--- src/rtl/remote_cmd_sender_if.sv ---
// Signal bundle between remote_cmd_sender and its environment: command
// request/status from the controller side plus the UART transmitter/receiver handshakes.
interface remote_cmd_sender_if;
    logic        snd_cmd;
    logic [7:0]  cmd;
    logic [15:0] data;
    logic [7:0]  tx_data;
    logic        trmt;
    logic        tx_done;
    logic        rx_rdy;
    logic [7:0]  rx_data;
    logic        clr_rx_rdy;
    logic        busy;
    logic [7:0]  resp;
    logic        resp_rdy;
    logic        cmd_cmplt;
    logic        ack;
    logic        tmo_err;

    modport master (
        input  snd_cmd, cmd, data, tx_done, rx_rdy, rx_data,
        output tx_data, trmt, clr_rx_rdy, busy, resp, resp_rdy, cmd_cmplt, ack, tmo_err
    );

    modport slave (
        output snd_cmd, cmd, data, tx_done, rx_rdy, rx_data,
        input  tx_data, trmt, clr_rx_rdy, busy, resp, resp_rdy, cmd_cmplt, ack, tmo_err
    );
endinterface

--- src/rtl/remote_cmd_sender.sv ---
// Remote-side command originator: sends opcode + 16-bit payload as three UART
// bytes, then waits (with a saturating timeout) for a single response byte.

module remote_cmd_sender_chk (
    input logic clk,
    input logic rst,
    input logic trmt,
    input logic busy,
    input logic resp_rdy,
    input logic cmd_cmplt,
    input logic tmo_err
);
    a_trmt_single : assert property (@(posedge clk) disable iff (rst) trmt |=> !trmt);
    a_trmt_busy   : assert property (@(posedge clk) disable iff (rst) trmt |-> busy);
    a_rdy_single  : assert property (@(posedge clk) disable iff (rst) resp_rdy |=> !resp_rdy);
    a_rdy_cmplt   : assert property (@(posedge clk) disable iff (rst) resp_rdy |-> cmd_cmplt);
    a_status_excl : assert property (@(posedge clk) disable iff (rst) !(cmd_cmplt && tmo_err));
endmodule

module remote_cmd_sender #(
    parameter int         FAST_SIM = 1,
    parameter logic [7:0] ACK_VAL  = 8'hA5
) (
    input  logic                clk,
    input  logic                rst,
    remote_cmd_sender_if.master bus
);
    localparam int TMR_W = (FAST_SIM != 0) ? 9 : 26;
    localparam logic [TMR_W-1:0] TMR_MAX  = {TMR_W{1'b1}};
    localparam logic [TMR_W-1:0] TMR_ZERO = {TMR_W{1'b0}};
    localparam logic [TMR_W-1:0] TMR_ONE  = {{(TMR_W-1){1'b0}}, 1'b1};

    typedef enum logic [2:0] {
        IDLE   = 3'd0,
        TX_CMD = 3'd1,
        W_CMD  = 3'd2,
        TX_HI  = 3'd3,
        W_HI   = 3'd4,
        TX_LO  = 3'd5,
        W_LO   = 3'd6,
        W_RESP = 3'd7
    } state_t;

    state_t           state_r, state_s;
    logic [7:0]       cmd_hold_r, cmd_hold_s;
    logic [15:0]      data_hold_r, data_hold_s;
    logic [TMR_W-1:0] timer_r, timer_s;
    logic [7:0]       tx_data_r, tx_data_s;
    logic             trmt_r, trmt_s;
    logic             clr_rx_rdy_r, clr_rx_rdy_s;
    logic [7:0]       resp_r, resp_s;
    logic             resp_rdy_r, resp_rdy_s;
    logic             cmd_cmplt_r, cmd_cmplt_s;
    logic             ack_r, ack_s;
    logic             tmo_err_r, tmo_err_s;

    // Next-state and next-value logic for every registered output and holding register.
    always_comb begin
        state_s      = state_r;
        cmd_hold_s   = cmd_hold_r;
        data_hold_s  = data_hold_r;
        timer_s      = timer_r;
        tx_data_s    = tx_data_r;
        trmt_s       = 1'b0;
        clr_rx_rdy_s = 1'b0;
        resp_s       = resp_r;
        resp_rdy_s   = 1'b0;
        cmd_cmplt_s  = cmd_cmplt_r;
        ack_s        = ack_r;
        tmo_err_s    = tmo_err_r;

        case (state_r)
            IDLE: begin
                if (bus.snd_cmd) begin
                    cmd_hold_s   = bus.cmd;
                    data_hold_s  = bus.data;
                    clr_rx_rdy_s = 1'b1;
                    cmd_cmplt_s  = 1'b0;
                    ack_s        = 1'b0;
                    tmo_err_s    = 1'b0;
                    state_s      = TX_CMD;
                end else begin
                    state_s = IDLE;
                end
            end
            TX_CMD: begin
                tx_data_s = cmd_hold_r;
                trmt_s    = 1'b1;
                state_s   = W_CMD;
            end
            W_CMD: begin
                if (bus.tx_done) begin
                    state_s = TX_HI;
                end else begin
                    state_s = W_CMD;
                end
            end
            TX_HI: begin
                tx_data_s = data_hold_r[15:8];
                trmt_s    = 1'b1;
                state_s   = W_HI;
            end
            W_HI: begin
                if (bus.tx_done) begin
                    state_s = TX_LO;
                end else begin
                    state_s = W_HI;
                end
            end
            TX_LO: begin
                tx_data_s = data_hold_r[7:0];
                trmt_s    = 1'b1;
                state_s   = W_LO;
            end
            W_LO: begin
                if (bus.tx_done) begin
                    timer_s = TMR_ZERO;
                    state_s = W_RESP;
                end else begin
                    state_s = W_LO;
                end
            end
            W_RESP: begin
                // A byte arriving on the final timer count still beats the timeout.
                if (bus.rx_rdy) begin
                    resp_s       = bus.rx_data;
                    resp_rdy_s   = 1'b1;
                    clr_rx_rdy_s = 1'b1;
                    cmd_cmplt_s  = 1'b1;
                    ack_s        = (bus.rx_data == ACK_VAL);
                    state_s      = IDLE;
                end else if (timer_r == TMR_MAX) begin
                    tmo_err_s = 1'b1;
                    state_s   = IDLE;
                end else begin
                    timer_s = timer_r + TMR_ONE;
                    state_s = W_RESP;
                end
            end
            default: begin
                state_s = IDLE;
            end
        endcase
    end

    // FSM state register.
    always_ff @(posedge clk or posedge rst) begin
        if (rst) begin
            state_r <= IDLE;
        end else begin
            state_r <= state_s;
        end
    end

    // Holding registers, response timer and registered outputs.
    always_ff @(posedge clk or posedge rst) begin
        if (rst) begin
            cmd_hold_r   <= 8'h00;
            data_hold_r  <= 16'h0000;
            timer_r      <= TMR_ZERO;
            tx_data_r    <= 8'h00;
            trmt_r       <= 1'b0;
            clr_rx_rdy_r <= 1'b0;
            resp_r       <= 8'h00;
            resp_rdy_r   <= 1'b0;
            cmd_cmplt_r  <= 1'b0;
            ack_r        <= 1'b0;
            tmo_err_r    <= 1'b0;
        end else begin
            cmd_hold_r   <= cmd_hold_s;
            data_hold_r  <= data_hold_s;
            timer_r      <= timer_s;
            tx_data_r    <= tx_data_s;
            trmt_r       <= trmt_s;
            clr_rx_rdy_r <= clr_rx_rdy_s;
            resp_r       <= resp_s;
            resp_rdy_r   <= resp_rdy_s;
            cmd_cmplt_r  <= cmd_cmplt_s;
            ack_r        <= ack_s;
            tmo_err_r    <= tmo_err_s;
        end
    end

    assign bus.tx_data    = tx_data_r;
    assign bus.trmt       = trmt_r;
    assign bus.clr_rx_rdy = clr_rx_rdy_r;
    assign bus.busy       = (state_r != IDLE);
    assign bus.resp       = resp_r;
    assign bus.resp_rdy   = resp_rdy_r;
    assign bus.cmd_cmplt  = cmd_cmplt_r;
    assign bus.ack        = ack_r;
    assign bus.tmo_err    = tmo_err_r;

    remote_cmd_sender_chk u_chk (
        .clk       (clk),
        .rst       (rst),
        .trmt      (trmt_r),
        .busy      (bus.busy),
        .resp_rdy  (resp_rdy_r),
        .cmd_cmplt (cmd_cmplt_r),
        .tmo_err   (tmo_err_r)
    );
endmodule
--- src/flat_wrapper.sv ---
// flat-port wrapper written by rule: the top's interface ports become plain ports
module remote_cmd_sender_flat 
#(
    parameter int         FAST_SIM = 1,
    parameter logic [7:0] ACK_VAL  = 8'hA5
)
  (clk, rst, bus_snd_cmd, bus_cmd, bus_data, bus_tx_done, bus_rx_rdy, bus_rx_data, bus_tx_data, bus_trmt, bus_clr_rx_rdy, bus_busy, bus_resp, bus_resp_rdy, bus_cmd_cmplt, bus_ack, bus_tmo_err);
  remote_cmd_sender_if bus_i ();
  input  logic clk;
  input  logic rst;
  input wire logic [$bits(bus_i.snd_cmd)-1:0] bus_snd_cmd;
  input wire logic [$bits(bus_i.cmd)-1:0] bus_cmd;
  input wire logic [$bits(bus_i.data)-1:0] bus_data;
  input wire logic [$bits(bus_i.tx_done)-1:0] bus_tx_done;
  input wire logic [$bits(bus_i.rx_rdy)-1:0] bus_rx_rdy;
  input wire logic [$bits(bus_i.rx_data)-1:0] bus_rx_data;
  output wire logic [$bits(bus_i.tx_data)-1:0] bus_tx_data;
  output wire logic [$bits(bus_i.trmt)-1:0] bus_trmt;
  output wire logic [$bits(bus_i.clr_rx_rdy)-1:0] bus_clr_rx_rdy;
  output wire logic [$bits(bus_i.busy)-1:0] bus_busy;
  output wire logic [$bits(bus_i.resp)-1:0] bus_resp;
  output wire logic [$bits(bus_i.resp_rdy)-1:0] bus_resp_rdy;
  output wire logic [$bits(bus_i.cmd_cmplt)-1:0] bus_cmd_cmplt;
  output wire logic [$bits(bus_i.ack)-1:0] bus_ack;
  output wire logic [$bits(bus_i.tmo_err)-1:0] bus_tmo_err;
  assign bus_i.snd_cmd = bus_snd_cmd;
  assign bus_i.cmd = bus_cmd;
  assign bus_i.data = bus_data;
  assign bus_i.tx_done = bus_tx_done;
  assign bus_i.rx_rdy = bus_rx_rdy;
  assign bus_i.rx_data = bus_rx_data;
  assign bus_tx_data = bus_i.tx_data;
  assign bus_trmt = bus_i.trmt;
  assign bus_clr_rx_rdy = bus_i.clr_rx_rdy;
  assign bus_busy = bus_i.busy;
  assign bus_resp = bus_i.resp;
  assign bus_resp_rdy = bus_i.resp_rdy;
  assign bus_cmd_cmplt = bus_i.cmd_cmplt;
  assign bus_ack = bus_i.ack;
  assign bus_tmo_err = bus_i.tmo_err;
  remote_cmd_sender #(.FAST_SIM(FAST_SIM), .ACK_VAL(ACK_VAL)) u_core (.clk(clk), .rst(rst), .bus(bus_i));
endmodule
--- config.mk ---
export PLATFORM = sky130hd
export DESIGN_NAME = remote_cmd_sender_flat
export DESIGN_NICKNAME = d
export VERILOG_FILES = /design/src/rtl/remote_cmd_sender_if.sv /design/src/rtl/remote_cmd_sender.sv /design/src/flat_wrapper.sv
export SDC_FILE = /design/constraint.sdc
export NUM_CORES = 1
export LEC_CHECK = 0
export ABC_AREA = 1
export BUFFER_PORTS_ARGS = -buffer_cell sky130_fd_sc_hd__buf_4
export CAP_MARGIN = 25
export CORE_MARGIN = 2
export CORE_UTILIZATION = 42
export CTS_BUF_LIST = sky130_fd_sc_hd__clkbuf_8
export CTS_CLUSTER_DIAMETER = 60
export CTS_CLUSTER_SIZE = 25
export DETAILED_ROUTE_END_ITERATION = 12
export GPL_TIMING_DRIVEN = 0
export PLACE_DENSITY = 0.68
export SKIP_CTS_REPAIR_TIMING = 1
export SYNTH_ARGS = -nofsm -noshare
export SYNTH_HDL_FRONTEND = slang
export SYNTH_HIERARCHICAL = 1
export SYNTH_SLANG_ARGS = --single-unit
--- constraint.sdc ---
create_clock -name clk -period 2.5 [get_ports clk]
set_clock_uncertainty 0.1 [all_clocks]
set_input_delay 0.125 -clock clk [delete_from_list [all_inputs] [get_ports clk]]
set_output_delay 0.125 -clock clk [all_outputs]
set_load 0.005 [all_outputs]
# After elaboration in Yosys (flattened, before gate mapping)
# Cells that the tools add are included.
[totals] ramBits=0 register_bits=58 memories=0 latchBits=0 word_cells=64 mem_bits_ro=0 output_inout_bits=23 inputBits=37
[op_classes] addsub=1 n_eq_ne=15 magnitude_cmp=0 n_reduce_logical=11 n_div=0 shifts=0 mux=25 multipliers=0 bitwise_logic=0
[ops] op="$mux W9" n=3
[ops] op="$pmux W3 S8" n=1
[ops] op="$pmux W8 S3" n=1
[ops] op="$pmux W9 S2" n=1
[ops] op="$mux W1" n=13
[ops] op="$eq A3 B3 Y1 const B" n=4
[ops] op="$ne A2 B2 Y1 const B" n=5
[ops] op="$add A9 B1 Y9 const B" n=1
[ops] op="$eq A9 B9 Y1 const B" n=1
[ops] op="$eq A8 B8 Y1 const B" n=1
[ops] op="$pmux W1 S2" n=4
[ops] op="$reduce_and A4 Y1" n=2
[ops] op="$eq A3 B2 Y1 const B" n=2
[ops] op="$mux W3" n=2
[ops] op="$reduce_bool A3 Y1" n=2
[ops] op="$reduce_and A2 Y1" n=2
[ops] op="$reduce_bool A2 Y1" n=2
[ops] op="$eq A3 B1 Y1 const B" n=1
[ops] op="$logic_not A3 Y1" n=1
[ops] op="$reduce_and A3 Y1" n=1
[ops] op="$reduce_or A3 Y1" n=1
[ops] op="$ne A2 B1 Y1 const B" n=1

# Depth between registers and ports, before layout
# Gate-level depths: netlist of the first run.
[depth] word_depth=4 depth_mapped=13 depth_no_buf=13

# Least setup slack after synthesis of the first run
# Ideal clock, no wire load.
[synth_timing] path_kind="register to register" from="reg u_core.timer_r[0]" to="reg u_core.timer_r[5]" stages_incl_launch_ff=14 setup_time_ps=113 arrival_ps=1570 slack_ps=717 path_buffers=1 path_cell_list="dfrtp_1 -> ha_1 -> nand3_1 -> nor2_1 -> nand2_1 -> nor2_1 -> ha_1 -> nor2_1 -> nand2_1 -> nand2_2 -> buf_6 -> nand2_1 -> nand2_1 -> inv_1"
[synth_via] elab_chain_len=4 elab_cells_between_ends=7
[synth_lines] item="start, declared" line="remote_cmd_sender.sv:47" source="logic [TMR_W-1:0] timer_r, timer_s;"
[synth_lines] item="start signal, assigned" line="remote_cmd_sender.sv:172" source="timer_r <= timer_s;"
[synth_lines] item="$add A9 B1 Y9" line="remote_cmd_sender.sv:136" source="timer_s = timer_r + TMR_ONE;"
[synth_lines] item="$mux W9" line="remote_cmd_sender.sv:132" source="end else if (timer_r == TMR_MAX) begin"
[synth_lines] item="$mux W9" line="remote_cmd_sender.sv:125" source="if (bus.rx_rdy) begin"
[synth_lines] item="$pmux W9 S2" line="remote_cmd_sender.sv:72" source="case (state_r)"
# Several ways; a longest one is shown, not always the timed one. The select of a mux whose other input is x is not followed.
# A chain may end at the register's enable or synchronous reset.

# Final worst setup path of the first run
[layout_timing] from="reg u_core.timer_r[1]" to="reg u_core.timer_r[7]"
# Same word-level chain as after synthesis.

==> results of run 1 <==
-- layout make-up --
cell class	instances	area [um2]	area share (%)
Clock inverter	7	109	2.90
Timing Repair Buffer	93	793	21.2
Tap cell	75	93.8	2.50
Multi-Input combinational cell	236	995	26.5
Clock buffer	9	124	3.31
Sequential cell	58	1450	38.7
Inverter	28	105	2.80
Buffer	11	76.3	2.04
-- report_power, final --
| group | total (uW) | leakage (uW) | switching (uW) | internal, uW |
|---|---|---|---|---|
| logic | 1350 | 0.00111 | 731 | 619 |
| registers | 1530 | 0.000720 | 212 | 1320 |
| clock network | 1020 | 0.000124 | 370 | 653 |
| total | 3910 | 0.00195 | 1310 | 2590 |
-- per-stage QoR --
stage               utilization, %  worst slack [ns]  instance area (um2)
floorplan                        -             0.717                 2630
global placement              52.8             0.102                 3160
detailed placement            53.2             0.524                 3180
CTS                           57.0             0.507                 3420
global route                  62.6             0.252                 3750
finish                        62.6             0.521                 3750
-- flip-flops by register name, summed over array words and instances, names as in the netlist --
| signal | count |
|---|---|
| u_core/cmd_hold_r | 8 |
| u_core/bus.resp | 8 |
| u_core/data_hold_r | 16 |
| u_core/timer_r | 9 |
| u_core/bus.tx_data | 8 |
| u_core/bus.cmd_cmplt | 1 |
| u_core/bus.ack | 1 |
| u_core/bus.trmt | 1 |
| u_core/bus.tmo_err | 1 |
| u_core/bus.clr_rx_rdy | 1 |
| u_core/bus.resp_rdy | 1 |
| u_core/state_r | 3 |
-- synthesized netlist by cell type, drive strengths merged (2+ instances only) --
| master | count | area share, % |
|---|---|---|
| nand2 | 136 | 20 |
| dfrtp | 58 | 55 |
| nor2 | 47 | 7.1 |
| inv | 27 | 3.9 |
| nand3 | 22 | 4.2 |
| buf | 11 | 2.9 |
| o21ai | 11 | 2.1 |
| nand4 | 9 | 2.1 |
| a21oi | 4 | 0.76 |
| nor3 | 3 | 0.57 |
| ha | 2 | 0.95 |
-- kinds of logic (layout without fill, tap and decap cells) --
kind of cell / after synthesis / count (layout) / share of synthesized area (%)
AO/OA/AOI/OAI: 16 / 16 / 3.14
buffers and inverters: 39 / 148 / 6.90
flip-flops: 58 / 58 / 55.2
adder cells (fa/ha/maj): 2 / 2 / 0.952
AND/OR/NAND/NOR: 218 / 218 / 33.8
-- path summary, 6_finish.rpt --
path / endpoint / cells past startpoint / from / slack, ns
hold / removal: u_core/state_r[0]$_DFF_PP0_ / 3 / bus_tx_done / -0.04
min in group asynchronous: u_core/bus.clr_rx_rdy$_DFF_PP0_ / 3 / rst / 0.32
max in group asynchronous: u_core/data_hold_r[9]$_DFFE_PP0P_ / 4 / rst / 1.41
setup / recovery: u_core/timer_r[7]$_DFFE_PP0P_ / 13 / u_core/timer_r[1]$_DFFE_PP0P_ / 0.52
hold reg to reg: u_core/bus.resp[7]$_DFFE_PP0P_ / 2 / u_core/bus.resp[7]$_DFFE_PP0P_ / 0.38
setup reg to reg: u_core/timer_r[7]$_DFFE_PP0P_ / 13 / u_core/timer_r[1]$_DFFE_PP0P_ / 0.52
-- metal layers --
layer / routed length [um] / vias to the layer above / share of wire (%)
li1: - / 1247 / -
met1: 2820 / 1117 / 46
met2: 2960 / 55 / 48
met3: 256 / 12 / 4.1
met4: 130 / 0 / 2.1
met5: 0 / - / 0
-- worst register-to-register path: cells and delay by family, from the launching register on --
kind,cells,cell delay [ns]
and+or+nand+nor,9,0.78
adders and majority gates,2,0.41
buffers and inverters,2,0.18
DFF,1,0.41
==> results.txt, run 1 <==
Status -> complete, but fails checks
Failing checks -> hold timing
Via density -> 4.70
# IOs -> 60
Busiest grt layer -> met2
DRT Pass-1 Iters -> 4
CTS buffer count -> 9
Crit end category -> register
CP top delay family -> simple AND/OR/NAND/NOR gates
Crit path cell chain -> ha_1, nand3_1, nor2_1, nand2_1, nor2_1, ha_1, nor2_1, nand2_1, nand2_2, buf_6, nand2_1, nand2_1, inv_1
Syn_area_per_cell -> 7.89 um2
Placement Rows -> 28
Most used DFF post-synth -> dfrtp_1
Layout Cells excl Fill -> 517
Initial antenna violation count -> 0
Met1 Use GR -> 22.6%
Layout area overhead -> 42.6%
Core area -> 0.00599 mm2
Tcrit/Tclk final -> 79.2%
H-tree depth -> 3
Minimum clock period -> 1.98 ns
Hold Path Class -> input pin to register
Max clock buf depth -> 2
Setup Viol. Count Final -> 0
Critical path arrival -> 2.11 ns
PD cells -> 1040 mW/mm2
Most used cell, CP -> nand2_1
Number of flops mapped to enable cells by yosys -> 0
Clock sinks -> 58
Initial Utilization -> 43.9%
ANT cells -> 0
Post-synthesis net count -> 372
Worst path max stage delay -> 0.41 ns
Fmax -> 505 MHz
Tot Pwr -> 3910 uW
Die Height -> 83.1 um
Synth cell types -> 21
Largest net degree at the start of global routing -> 33
WS Path Type -> register to register
Die area -> 0.00690 mm2
Hold Vio Cnt, Final -> 1
Setup TNS -> 0 ns
Final GP Congestion -> 0.818
Synth Warn # -> 6
Remaining global-route overflow -> 0
Post-Place Cells -> 468
Total GRT Usage -> 17.9%
Via count of the first global-routing pass -> 2,308
Leak Pwr -> 0.00195 uW
CTS root buf -> clkbuf_8
# port buffers -> 59
Global-route wire length before repair -> 10,000 um
Max-slew violations -> 0
Hold Slack -> -0.0351 ns
Wirelength, routed -> 6170 um
Initial drt markers -> 76
RSZ-0062 raised after global routing -> no
Worst Tran Pin Value -> 0.575 ns
Met2 GRT Util -> 29.0%
Max Cap Violations -> 0
WL per Instance -> 11.9 um
Post-DP HPWL -> 4160 um
Largest fanout on the critical path -> 10
Nets -> 476
Peak VDD IR -> 506 uV
Sequential-to-total area share from yosys stat -> 55.2%
ANT nets after route -> 0
Layout cells sized above 1 -> 20.8%
Post-Synthesis Cell Area -> 0.00263 mm2
Clk pin slew, worst setup/hold paths -> 0.07 ns
Flops & latches, synth -> 58
CP Launch Type -> register
Bufs and invs on worst path -> 2
Die X -> 83.1 um
Clk_lat worst skew -> 0.34 ns
WP data required -> 2.63 ns
Asr flop ratio synth -> 100%
Residual DRC -> 0
Met3 Usage GRT -> 3.68%
Commonest non-fill, non-tap cell in the layout -> nand2_1
Syn Inst Count -> 333
Crit-path slowest cell -> dfrtp_1
Via Count -> 2,431
Layout filler cell count -> 526
CTS tree -> yes
Slew HR -> 61.4%
Most frequent cells in the layout -> 135 x nand2_1, 65 x buf_4, 58 x dfrtp_1
Power figures use the tool's default switching activity.
==> inputs of run 2 (changes only) <==
--- a/config.mk
+++ b/config.mk
@@ -15,7 +15,7 @@
 export CTS_CLUSTER_SIZE = 25
 export DETAILED_ROUTE_END_ITERATION = 12
 export GPL_TIMING_DRIVEN = 0
-export PLACE_DENSITY = 0.68
+export PLACE_DENSITY = 0.7
 export SKIP_CTS_REPAIR_TIMING = 1
 export SYNTH_ARGS = -nofsm -noshare
 export SYNTH_HDL_FRONTEND = slang
==> constraint.sdc (replaced) <==
create_clock -name clk -period 1.6 [get_ports clk]
set_clock_uncertainty 0.1 [all_clocks]
set_input_delay 0.08 -clock clk [delete_from_list [all_inputs] [get_ports clk]]
set_output_delay 0.08 -clock clk [all_outputs]
set_load 0.005 [all_outputs]
==> results.txt, run 2 (same netlist as run 1, synthesis figures left out) <==
Minimum clock period -> 1.89 ns (-0.0879 ns)
CTS buffer count -> 9 (unchanged)
DRT Pass-1 Iters -> 4 (unchanged)
Layout cells sized above 1 -> 26.4% (+5.6 points)
Via count of the first global-routing pass -> 2,235 (-3.2%)
Peak VDD IR -> 833 uV (+65%)
Status -> complete, but fails checks
Max FFs per register -> 16 (unchanged)
Die area -> 0.00690 mm2 (unchanged)
Bufs and invs on worst path -> 1 (-1)
Worst Tran Pin Value -> 0.564 ns (-0.0112 ns)
Crit path cell chain -> ha_2, nand3_2, nor2_4, nand2_2, nor2_4, ha_4, nor2_4, nand2_2, nand2_4, buf_6, nand4_1, nand2_1
Max-slew violations -> 0 (unchanged)
Post-DP HPWL -> 4280 um (+2.8%)
CTS root buf -> clkbuf_8
WS Path Type -> register to register
# port buffers -> 59 (unchanged)
RSZ-0062 raised after global routing -> yes
Max Cap Violations -> 0 (unchanged)
Leak Pwr -> 0.00195 uW (about the same)
Slew HR -> 62.3% (+0.86 points)
Initial Utilization -> 43.9% (unchanged)
Worst path max stage delay -> 0.37 ns (-0.04 ns)
Global-route wire length before repair -> 10,100 um (+0.34%)
Via Count -> 2,477 (+1.9%)
Total GRT Usage -> 18.3% (+0.45 points)
Largest fanout on the critical path -> 6 (-4)
Via density -> 4.72 (+0.34%)
ANT cells -> 0 (unchanged)
Commonest non-fill, non-tap cell in the layout -> nand2_1
Nets -> 484 (+1.7%)
Reg with most FFs -> u_core/data_hold_r
CP Launch Type -> register
WP data required -> 1.73 ns (-0.90 ns)
Clock sinks -> 58 (unchanged)
Tot Pwr -> 5850 uW (+50%)
Setup Viol. Count Final -> 14 (+14)
Clk_lat worst skew -> 0.34 ns (about the same)
CTS tree -> yes
R2R setup slack -> -0.29 ns (-0.81 ns)
Max clock buf depth -> 2 (unchanged)
Initial drt markers -> 171 (+130%)
Largest net degree at the start of global routing -> 41 (+24%)
Critical path arrival -> 2.02 ns (-0.09 ns)
Fmax -> 529 MHz (+4.6%)
PD cells -> 1530 mW/mm2 (+46%)
Failing checks -> setup timing
Setup TNS -> -3.06 ns (-3.06 ns)
ANT nets after route -> 0 (unchanged)
Clk pin slew, worst setup/hold paths -> 0.07 ns (about the same)
Crit end category -> register
Hold Path Class -> input pin to register
Tcrit/Tclk final -> 118% (+39 points)
WL per Instance -> 12.6 um (+5.7%)
Residual DRC -> 0 (unchanged)
Final setup margin -> -0.291 ns (-0.812 ns)
Crit-path slowest cell -> dfrtp_1
Wirelength, routed -> 6630 um (+7.4%)
Most frequent cells in the layout -> 129 x nand2_1, 70 x buf_4, 58 x dfrtp_1
Die Height -> 83.1 um (unchanged)
Layout area overhead -> 46.0%
Die X -> 83.1 um (unchanged)
Core area -> 0.00599 mm2 (unchanged)
Most used cell, CP -> nor2_4
Remaining global-route overflow -> 0 (unchanged)
Initial antenna violation count -> 0 (unchanged)
# IOs -> 60 (unchanged)
Hold Vio Cnt, Final -> 0 (-1)
Placement Rows -> 28 (unchanged)
H-tree depth -> 3 (unchanged)
Largest regs -> u_core/data_hold_r (16), u_core/timer_r (9)
CP top delay family -> simple AND/OR/NAND/NOR gates
Final GP Congestion -> 0.808 (-1.3%)
==> run 2: routing by layer <==
| metal | part of all wire [%] | routed length (um) | track usage [%] |
|---|---|---|---|
| met1 | 45 | 3010 | 24.0 |
| met2 | 49 | 3220 | 27.9 |
| met3 | 4.8 | 318 | 6.26 |
| met4 | 1.1 | 76 | 7.60 |
| met5 | 0 | 0 | 0 |
==> run 2: metrics by stage <==
step | area [um2] | setup slack, ns | cells | hold slack (ns) | utilization, %
detailed placement | 3200 | -0.291 | 468 | 0.0172 | 53.5
global placement | 3180 | -0.260 | 467 | 0.176 | 53.1
CTS | 3370 | -0.312 | 484 | -0.347 | 56.3
global route | 3840 | -0.372 | 525 | 0.0798 | 64.0
floorplan | 2650 | -0.113 | 333 | 0.0732 | -
finish | 3840 | -0.291 | 525 | 0.0502 | 64.0
==> run 2: worst min-delay path, cell delays in order <==
cell and delay (ns):
buf_4 0.11, nand3_2 0.09, nand2_1 0.06, nand2_1 0.06
a21oi_2 0.05
==> run 2: area by class of cell <==
class	instances	area, um2
plain buffers	11	76.3
clock buffers	10	138
clock inverters	6	32.5
fillers	532	2150
inverters	28	113
multi-input cells	236	1070
flip-flops and latches	58	1450
well taps	75	93.8
repair buffers	100	852
repair inverters	1	5.00
==> run 2: report_power, final <==
part	leakage, uW	internal, uW	total, uW	switching (uW)
sequential	0.000720	2070	2400	336
clock	0.0000916	589	1170	585
combinational	0.00114	1040	2280	1230
total	0.00195	3700	5850	2150
==> run 2: worst paths after layout <==
path	depth (start not counted)	startpoint	to
min reg2reg	2	u_core/data_hold_r[5]$_DFFE_PP0P_	u_core/data_hold_r[5]$_DFFE_PP0P_
min in group asynchronous	3	rst	u_core/cmd_hold_r[0]$_DFFE_PP0P_
max	12	u_core/timer_r[1]$_DFFE_PP0P_	u_core/timer_r[2]$_DFFE_PP0P_
max in group asynchronous	4	rst	u_core/bus.resp[2]$_DFFE_PP0P_
min	5	bus_snd_cmd	u_core/bus.tmo_err$_DFFE_PP0P_
max reg2reg	12	u_core/timer_r[1]$_DFFE_PP0P_	u_core/timer_r[2]$_DFFE_PP0P_
